**src/rtl/bc_compactor_pipe.sv**
```systemverilog
// Pipelined bubble-collapsing compactor: kept lanes slide down past dropped lanes,
// one log-shifter stage per bit of the per-lane drop count.

module bc_compact_lane #(
  parameter int ELW = 33,
  parameter int DW  = 29,
  parameter int BIT = 0
) (
  input  logic           clk,
  input  logic [ELW-1:0] stay,
  input  logic [ELW-1:0] move,
  output logic [ELW-1:0] nxt
);
  // element layout: {keep, z, mt, lifm}; z starts at bit DW
  logic take_move, take_stay;

  assign take_move = move[ELW-1] && move[DW+BIT];
  assign take_stay = stay[ELW-1] && !stay[DW+BIT];
  assign nxt       = take_move ? move : (take_stay ? stay : '0);

  // LSB-first shifting never lands two kept elements on one lane
  assert property (@(posedge clk) !(take_move && take_stay));
endmodule

module bc_compactor_pipe #(
  parameter int NUMEL      = 8,
  parameter int NUMEL_LOG  = 3,
  parameter int WORD_WIDTH = 8,
  parameter int MT_WIDTH   = 21
) (
  input  logic                        clk,
  input  logic                        reset_n,
  input  logic                        i_valid,
  output logic                        i_ready,
  input  logic [NUMEL-1:0]            i_mask,
  input  logic [NUMEL*WORD_WIDTH-1:0] i_lifm,
  input  logic [NUMEL*MT_WIDTH-1:0]   i_mt,
  input  logic                        i_last,
  output logic                        o_valid,
  input  logic                        o_ready,
  output logic [NUMEL*WORD_WIDTH-1:0] o_lifm,
  output logic [NUMEL*MT_WIDTH-1:0]   o_mt,
  output logic [NUMEL-1:0]            o_mask,
  output logic [NUMEL_LOG:0]          o_count,
  output logic                        o_last
);
  localparam int ZW     = NUMEL_LOG;
  localparam int DW     = WORD_WIDTH + MT_WIDTH;
  localparam int ELW    = DW + ZW + 1;
  localparam int CW     = NUMEL_LOG + 1;
  localparam int STAGES = NUMEL_LOG;

  typedef logic [NUMEL-1:0][ELW-1:0] line_t;

  logic            en;
  logic [STAGES:0] vld_pipe;
  logic [STAGES:0] last_pipe;
  line_t           el_q  [STAGES:0];
  line_t           el_nx [STAGES:1];
  logic [CW-1:0]   cnt_q [STAGES:0];
  line_t           el_in;
  logic [CW-1:0]   cnt_in;
  logic [ZW-1:0]   z_run;
  logic            unused_tags;

  assign en      = !vld_pipe[STAGES] || o_ready;
  assign i_ready = en;

  // z_run counts dropped lanes below k; dropped lanes enter as all-zero elements
  always_comb begin
    el_in  = '0;
    cnt_in = '0;
    z_run  = '0;
    for (int k = 0; k < NUMEL; k++) begin
      if (i_mask[k]) begin
        el_in[k] = {1'b1, z_run, i_mt[k*MT_WIDTH +: MT_WIDTH], i_lifm[k*WORD_WIDTH +: WORD_WIDTH]};
        cnt_in   = cnt_in + 1'b1;
      end else begin
        z_run    = z_run + 1'b1;
      end
    end
  end

  for (genvar s = 1; s <= STAGES; s++) begin : g_stage
    localparam int SH = 1 << (s-1);
    line_t nx;
    for (genvar k = 0; k < NUMEL; k++) begin : g_lane
      logic [ELW-1:0] mv_el;
      if (k + SH < NUMEL) begin : g_mv
        assign mv_el = el_q[s-1][k+SH];
      end else begin : g_nomv
        assign mv_el = '0;
      end
      bc_compact_lane #(.ELW(ELW), .DW(DW), .BIT(s-1)) u_lane (
        .clk  (clk),
        .stay (el_q[s-1][k]),
        .move (mv_el),
        .nxt  (nx[k])
      );
    end
    assign el_nx[s] = nx;
  end

  always_ff @(posedge clk or negedge reset_n) begin
    if (!reset_n) begin
      vld_pipe  <= '0;
      last_pipe <= '0;
      for (int s = 0; s <= STAGES; s++) begin
        el_q[s]  <= '0;
        cnt_q[s] <= '0;
      end
    end else if (en) begin
      vld_pipe  <= {vld_pipe[STAGES-1:0], i_valid};
      last_pipe <= {last_pipe[STAGES-1:0], i_valid && i_last};
      el_q[0]   <= i_valid ? el_in : '0;
      cnt_q[0]  <= i_valid ? cnt_in : '0;
      for (int s = 1; s <= STAGES; s++) begin
        el_q[s]  <= el_nx[s];
        cnt_q[s] <= cnt_q[s-1];
      end
    end
  end

  assign o_valid = vld_pipe[STAGES];
  assign o_last  = last_pipe[STAGES];
  assign o_count = cnt_q[STAGES];

  always_comb begin
    o_lifm      = '0;
    o_mt        = '0;
    o_mask      = '0;
    unused_tags = 1'b0;
    for (int k = 0; k < NUMEL; k++) begin
      o_lifm[k*WORD_WIDTH +: WORD_WIDTH] = el_q[STAGES][k][WORD_WIDTH-1:0];
      o_mt[k*MT_WIDTH +: MT_WIDTH]       = el_q[STAGES][k][WORD_WIDTH +: MT_WIDTH];
      o_mask[k]                          = (CW'(k) < cnt_q[STAGES]);
      unused_tags                        = unused_tags ^ (^el_q[STAGES][k][ELW-1:DW]);
    end
  end
endmodule

```
**config.mk**
```make
export PLATFORM = sky130hd
export DESIGN_NAME = bc_compactor_pipe
export DESIGN_NICKNAME = d
export VERILOG_FILES = /design/src/rtl/bc_compactor_pipe.sv
export SDC_FILE = /design/constraint.sdc
export NUM_CORES = 2
export LEC_CHECK = 0
export CAP_MARGIN = 20
export CORE_MARGIN = 2
export CORE_UTILIZATION = 53
export CTS_BUF_LIST = sky130_fd_sc_hd__clkbuf_4
export DETAILED_ROUTE_END_ITERATION = 7
export HOLD_SLACK_MARGIN = 0.06
export PLACE_DENSITY = 0.79
export SLEW_MARGIN = 40
export SYNTH_ARGS = -nofsm -noshare
export SYNTH_HDL_FRONTEND = slang
export SYNTH_SLANG_ARGS = --single-unit
```
**constraint.sdc**
```tcl
create_clock -name clk -period 1.99 [get_ports clk]
set_input_delay 0.398 -clock clk [delete_from_list [all_inputs] [get_ports clk]]
set_output_delay 0.398 -clock clk [all_outputs]
set_load 0.02 [all_outputs]
```
# After elaboration in Yosys (flattened, before gate mapping)
# Index checks and enable logic that the tools add are counted.
[totals]
regBits = 1048
input_bits = 245
out_inout_bits = 247
[op_classes]
n_addsub = 13
magnitude_cmp = 8
muxes = 66
reduce_logical = 68
[op_table]
columns = ["op", "n"]
rows = [
  ["$mux 33", 37],
  ["$mux 29", 12],
  ["$mux 264", 1],
  ["$logic_and 1x1->1", 42],
  ["$mux 4", 8],
  ["$add 4x1->4 const B", 7],
  ["$logic_not 1->1", 25],
  ["$add 3x1->3 const B", 6],
  ["$mux 3", 6],
  ["$lt 3x4->1 const A", 4],
  ["$lt 1x4->1 const A", 2],
  ["$lt 2x4->1 const A", 2],
  ["$mux 1", 2],
  ["$logic_or 1x1->1", 1],
]

# Depth between registers and ports, before layout
[logic_depth]
depth_word = 16
depth_mapped = 19

# Cells and area by module
# A second synthesis with hierarchy kept.
[hier_totals]
cells_unflattened = 6159
area_unflattened_um2 = 54962.7
[by_module_without_submodules]
columns = ["mod", "instances", "cells_per_inst", "area_per_inst_um2", "seq_area_each_um2"]
rows = [
  ["bc_compactor_pipe", 1, 4263, 40759.1, 26075.0],
  ["bc_compact_lane", 24, 79, 591.8, 0.0],
]

# Worst setup path after synthesis
# Ideal clock, no wire load.
[synth_timing]
path_type = "input -> register"
from = "in i_mask[0]"
to = "reg cnt_q[2] in the netlist's numbering"
setup_time_ns = 0.132
arrival_ns = 3.276
required_time_ns = 1.858
path_slack_ns = -1.418
stages = 17
path_cell_list = "inv_1 -> ha_1 -> ha_1 -> ha_1 -> xor2_2 -> a31oi_1 -> o21ai_1 -> inv_1 -> ha_1 -> xnor2_1 -> and3_4 -> nor3_1 -> ha_1 -> nand2_1 -> xnor2_1 -> xnor2_1 -> o21ai_0"
[synth_between]
elab_chain_len = 16
[synth_rtl]
columns = ["element", "line", "text"]
rows = [
  ["start: declaration", "35", "input logic [NUMEL-1:0] i_mask,"],
  ["$mux 1 *", "75", "if (i_mask[k]) begin"],
  ["$add 4x1->4", "77", "cnt_in = cnt_in + 1'b1;"],
  ["$mux 4 *", "75", ""],
  ["$add 4x1->4", "77", ""],
  ["$mux 4 *", "75", ""],
  ["$add 4x1->4", "77", ""],
  ["$mux 4 *", "75", ""],
  ["$add 4x1->4", "77", ""],
  ["$mux 4 *", "75", ""],
  ["$add 4x1->4", "77", ""],
  ["$mux 4 *", "75", ""],
  ["$add 4x1->4", "77", ""],
  ["$mux 4 *", "75", ""],
  ["$add 4x1->4", "77", ""],
  ["$mux 4 *", "75", ""],
  ["$mux 4 *", "116", "cnt_q[0] <= i_valid ? cnt_in : '0;"],
  ["end signal: indexed assignment", "119", "cnt_q[s] <= cnt_q[s-1];"],
  ["end: declaration", "60", "logic [CW-1:0] cnt_q [STAGES:0];"],
]
# Mark *: on every way between the ends. The rest lies on a longest branch, timed or not.
# A chain may end at the register's enable or synchronous reset.

# Worst setup path after layout
[layout_timing]
from = "reg cnt_q, in the netlist o_count[2]"
to = "out o_mask[0]"
[layout_between]
elab_chain_len = 1
[layout_rtl]
columns = ["element", "line", "text"]
rows = [
  ["$lt 1x4->1", "136", "o_mask[k] = (CW'(k) < cnt_q[STAGES]);"],
  ["end: declaration", "43", "output logic [NUMEL-1:0] o_mask,"],
]
# No other way between the ends.

==> metrics.md <==
| Metric | Value |
|---|---|
| Bufs on Longest Clock Path | `4` |
| Fin worst setup slack | `-0.739 ns` |
| GRT Total Usage | `roughly 39%` |
| Crit path required time | `around 1.6 ns` |
| Initial core utilization | `53.5%` |
| Data arrival, critical path | `about 2.3 ns` |
| Core ar. | `80,400 sq um` |
| Antenna Violating Nets Remaining | `0` |
| Final Skew | `around 0.15 ns` |
| Mean Syn Cell Area | `~11 sq um` |
| CTS clk-pin slew, worst paths | `~0.070 ns` |
| Main synth FF type | `dfrtp_1` |
| Global-route wire length before repair | `around 240,000 microns` |
| YS warnings | `0` |
| Routed WL | `~170,000 microns` |
| Most common cell after layout, fill and taps aside | `dfrtp_1` |
| CTS tree | `built` |
| DP Wirelength | `~110,000 microns` |
| Setup TNS | `-26.51 ns` |
| Die Y | `289 microns` |
| Most frequent cells in the layout | `dfrtp_1 (1,013), nor2_1 (738), buf_4 (474)` |
| Initial antenna violation count | `8` |
| Tightest Pin Transition | `between 0.7 and 0.8 ns` |
| # setup viols final | `between 200 and 300` |
| Critical path endpoint category | `primary output` |
| Root buffer selected by CTS | `clkbuf_4` |
| Status | `complete, but fails checks` |
| LEAKAGE | `between 20 and 30 nW` |
| Via count | `39,438` |
| Pin count of the biggest net entering global routing | `89` |
| Clk_lat worst skew | `between 1 and 1.5 ns` |
| Final hold slack | `~0.22 ns` |
| Period utilization | `137%` |
| Synth Instances | `between 3,000 and 4,000` |
| Failing checks | `DRC, setup timing` |
| Max Clk Rate | `366 MHz` |
| Sequential share of the synthesized area | `59.0%` |
| Tmin final | `between 2 and 3 ns` |
| Met1 WL | `just under 60,000 microns` |
| Io pins | `492` |
| Die width | `roughly 290 microns` |
| Drt drc | `2` |
| Post-synth ARST share | `100%` |
| Fill cell count | `approximately 5,200` |
| Clk sink count | `1,015` |
| DR pass1 iterations | `8` |
| # port buffers | `491` |
| Power Density | `1330 nW/um^2` |
| Met2 wire length | `approximately 77,000 microns` |
| DP Worst Slack | `-1.91 ns` |
| CP max FO | `2` |
| Via density per instance | `around 6.4` |
| Final Hold Fails | `0` |
| Max-capacitance violation count | `0` |
| Vias in the first global route | `about 39,000` |
| Slew headroom | `between 50% and 60%` |
| Fin nets | `5,240` |
| Total grt overflow | `0` |
| Row cnt | `between 100 and 150` |
| Type of element launching the critical path | `register` |
| Initial detailed-routing violation count | `between 6,000 and 7,000` |
| Top sig layer | `met5` |
| Class of the worst hold path | `in2reg` |
| Area Growth Syn to Fin | `35.1%` |
| CTS Buf Count | `281` |
| Syn_nets | `around 4,200` |
| DR WL met3 | `19,300 microns` |
| Final slew viol count | `0` |
| EDFF count, synth | `0` |
| Number of synthesized register bits | `a little over 1,000` |
| GP Congestion | `around 0.95` |
| Htree depth | `5` |
| RSZ-0062 raised after global routing | `yes` |
| WL per Instance | `approximately 27 microns` |
| Critical path type | `reg2out` |
| Share of cells above drive strength 1 | `between 20% and 30%` |
| Cell area after synthesis | `between 40,000 and 50,000 sq um` |
| Yosys cell types | `50` |
| DIE AREA | `83,500 sq um` |
| Worst VDD drop | `between 0.7 and 0.8 mV` |
==> state kept, by name (all words and copies together), names as in the netlist <==
name,cells
g_stage.g_lane.mv_el,544
vld_pipe,4
o_mt,168
cnt_q,12
el_q,215
o_count,4
o_lifm,64
last_pipe,4
==> critical path, stage by stage (launching register included) <==
cell	delay, ns
dfrtp_1	0.42
or3_4	0.40
or2_4	0.25
buf_6	0.13
==> synth_stat cells (2+ instances only) <==
library cell  instances  area share [%]
nand3_1              70            0.81
mux2_2                4            0.10
o21ai_1               2           0.023
a221oi_1            329             6.7
a21oi_1              11            0.13
o2111ai_1             2           0.041
xnor2_1              14            0.29
buf_2                 8           0.093
nand4_1               2           0.029
a21o_1               12            0.21
inv_1                14            0.12
o21ai_0             103             1.2
o41ai_1               2           0.041
ha_1                 18            0.52
o31ai_1               2           0.035
nor3_1                2           0.023
dfrtp_1            1015              59
or2_1                 2           0.029
clkbuf_1            303             2.6
and3_1                5           0.073
a31oi_1              65            0.95
buf_1                23            0.20
nor2b_1               7            0.10
a22o_1              447             9.1
nor2_1              750             6.5
buf_4               237             4.1
xor2_1                2           0.041
a32oi_1              26            0.53
or2_2                 2           0.029
and2_1               16            0.23
nor3b_1              12            0.21
xor2_2                2           0.076
mux2i_1              97             2.3
buf_6                 2           0.052
nand2_1             320             2.8
nand2b_1             14            0.20
==> per-layer routing <==
| layer | vias to the layer above | global-route usage (%) |
|---|---|---|
| met5 | - | 0 |
| met4 | 8 | 24.7 |
| met3 | 742 | 11.5 |
| met2 | 3162 | 60.5 |
| met1 | 19348 | 49.5 |
| li1 | 16178 | - |
==> worst paths after layout <==
path	start	end	slack, ns	depth (start not counted)
max	o_count[2]$_DFFE_PN0P_	o_mask[0]	-0.74	3
min	i_mask[6]	g_stage[1].g_lane[6].mv_el[30]$_DFFE_PN0P_	0.22	4
max reg2reg	vld_pipe[3]$_DFFE_PN0P_	o_mt[11]$_DFFE_PN0P_	-0.13	7
min reg2reg	el_q[560]$_DFFE_PN0P_	el_q[560]$_DFFE_PN0P_	0.46	2
max in group asynchronous	reset_n	g_stage[2].g_lane[3].mv_el[20]$_DFFE_PN0P_	0.67	6
min in group asynchronous	reset_n	g_stage[1].g_lane[2].mv_el[28]$_DFFE_PN0P_	0.41	4
==> repair_timing <==
action / 4_1_cts / 5_1_grt
pin swaps: 31 / 25
cloned: 0 / 4
setup buffers: 152 / 91
endpoints found under the hold margin: 1262 / 1
resized for setup: 1541 / 48
endpoints found under the setup margin: 320 / 309
hold buffers: 246 / 1
==> cell type report <==
| class | count | area, sq um | area share (%) |
|---|---|---|---|
| antenna | 5 | 12.5 | 0.0215 |
| inverter | 14 | 75.1 | 0.129 |
| timing repair buffer | 1311 | 13200 | 22.6 |
| tap | 1060 | 1330 | 2.28 |
| sequential | 1015 | 25400 | 43.7 |
| clock buffer | 394 | 2960 | 5.09 |
| clock inverter | 40 | 245 | 0.422 |
| multi-input combinational | 2354 | 14900 | 25.7 |
==> where the power goes <==
group	internal [mW]	total [mW]	switching (mW)
sequential	25.5	30.8	5.37
clock	9.39	18.2	8.85
combinational	12.6	27.9	15.4
total	47.4	77.0	29.6
==> kinds of logic after synthesis <==
logic type	synth area share (%)
compound gates	19.2
xor+xnor	0.503
fa+ha+maj	0.524
buf+inv	7.25
flops	59.0
mux	2.36
simple gates	11.2
==> per-stage QoR <==
step | total power [mW] | util [%] | area, sq um | std cells
6_report | 77.0 | 72.3 | 58100 | 6193
3_5_place_dp | 54.0 | 62.0 | 49900 | 5267
2_1_floorplan | 42.6 | - | 43100 | 3956
5_1_grt | 79.8 | 72.3 | 58100 | 6192
3_3_place_gp | 53.3 | 62.0 | 49800 | 5267
4_1_cts | 74.0 | 71.0 | 57100 | 6097
No activity file was read; power rests on OpenSTA's default activity.
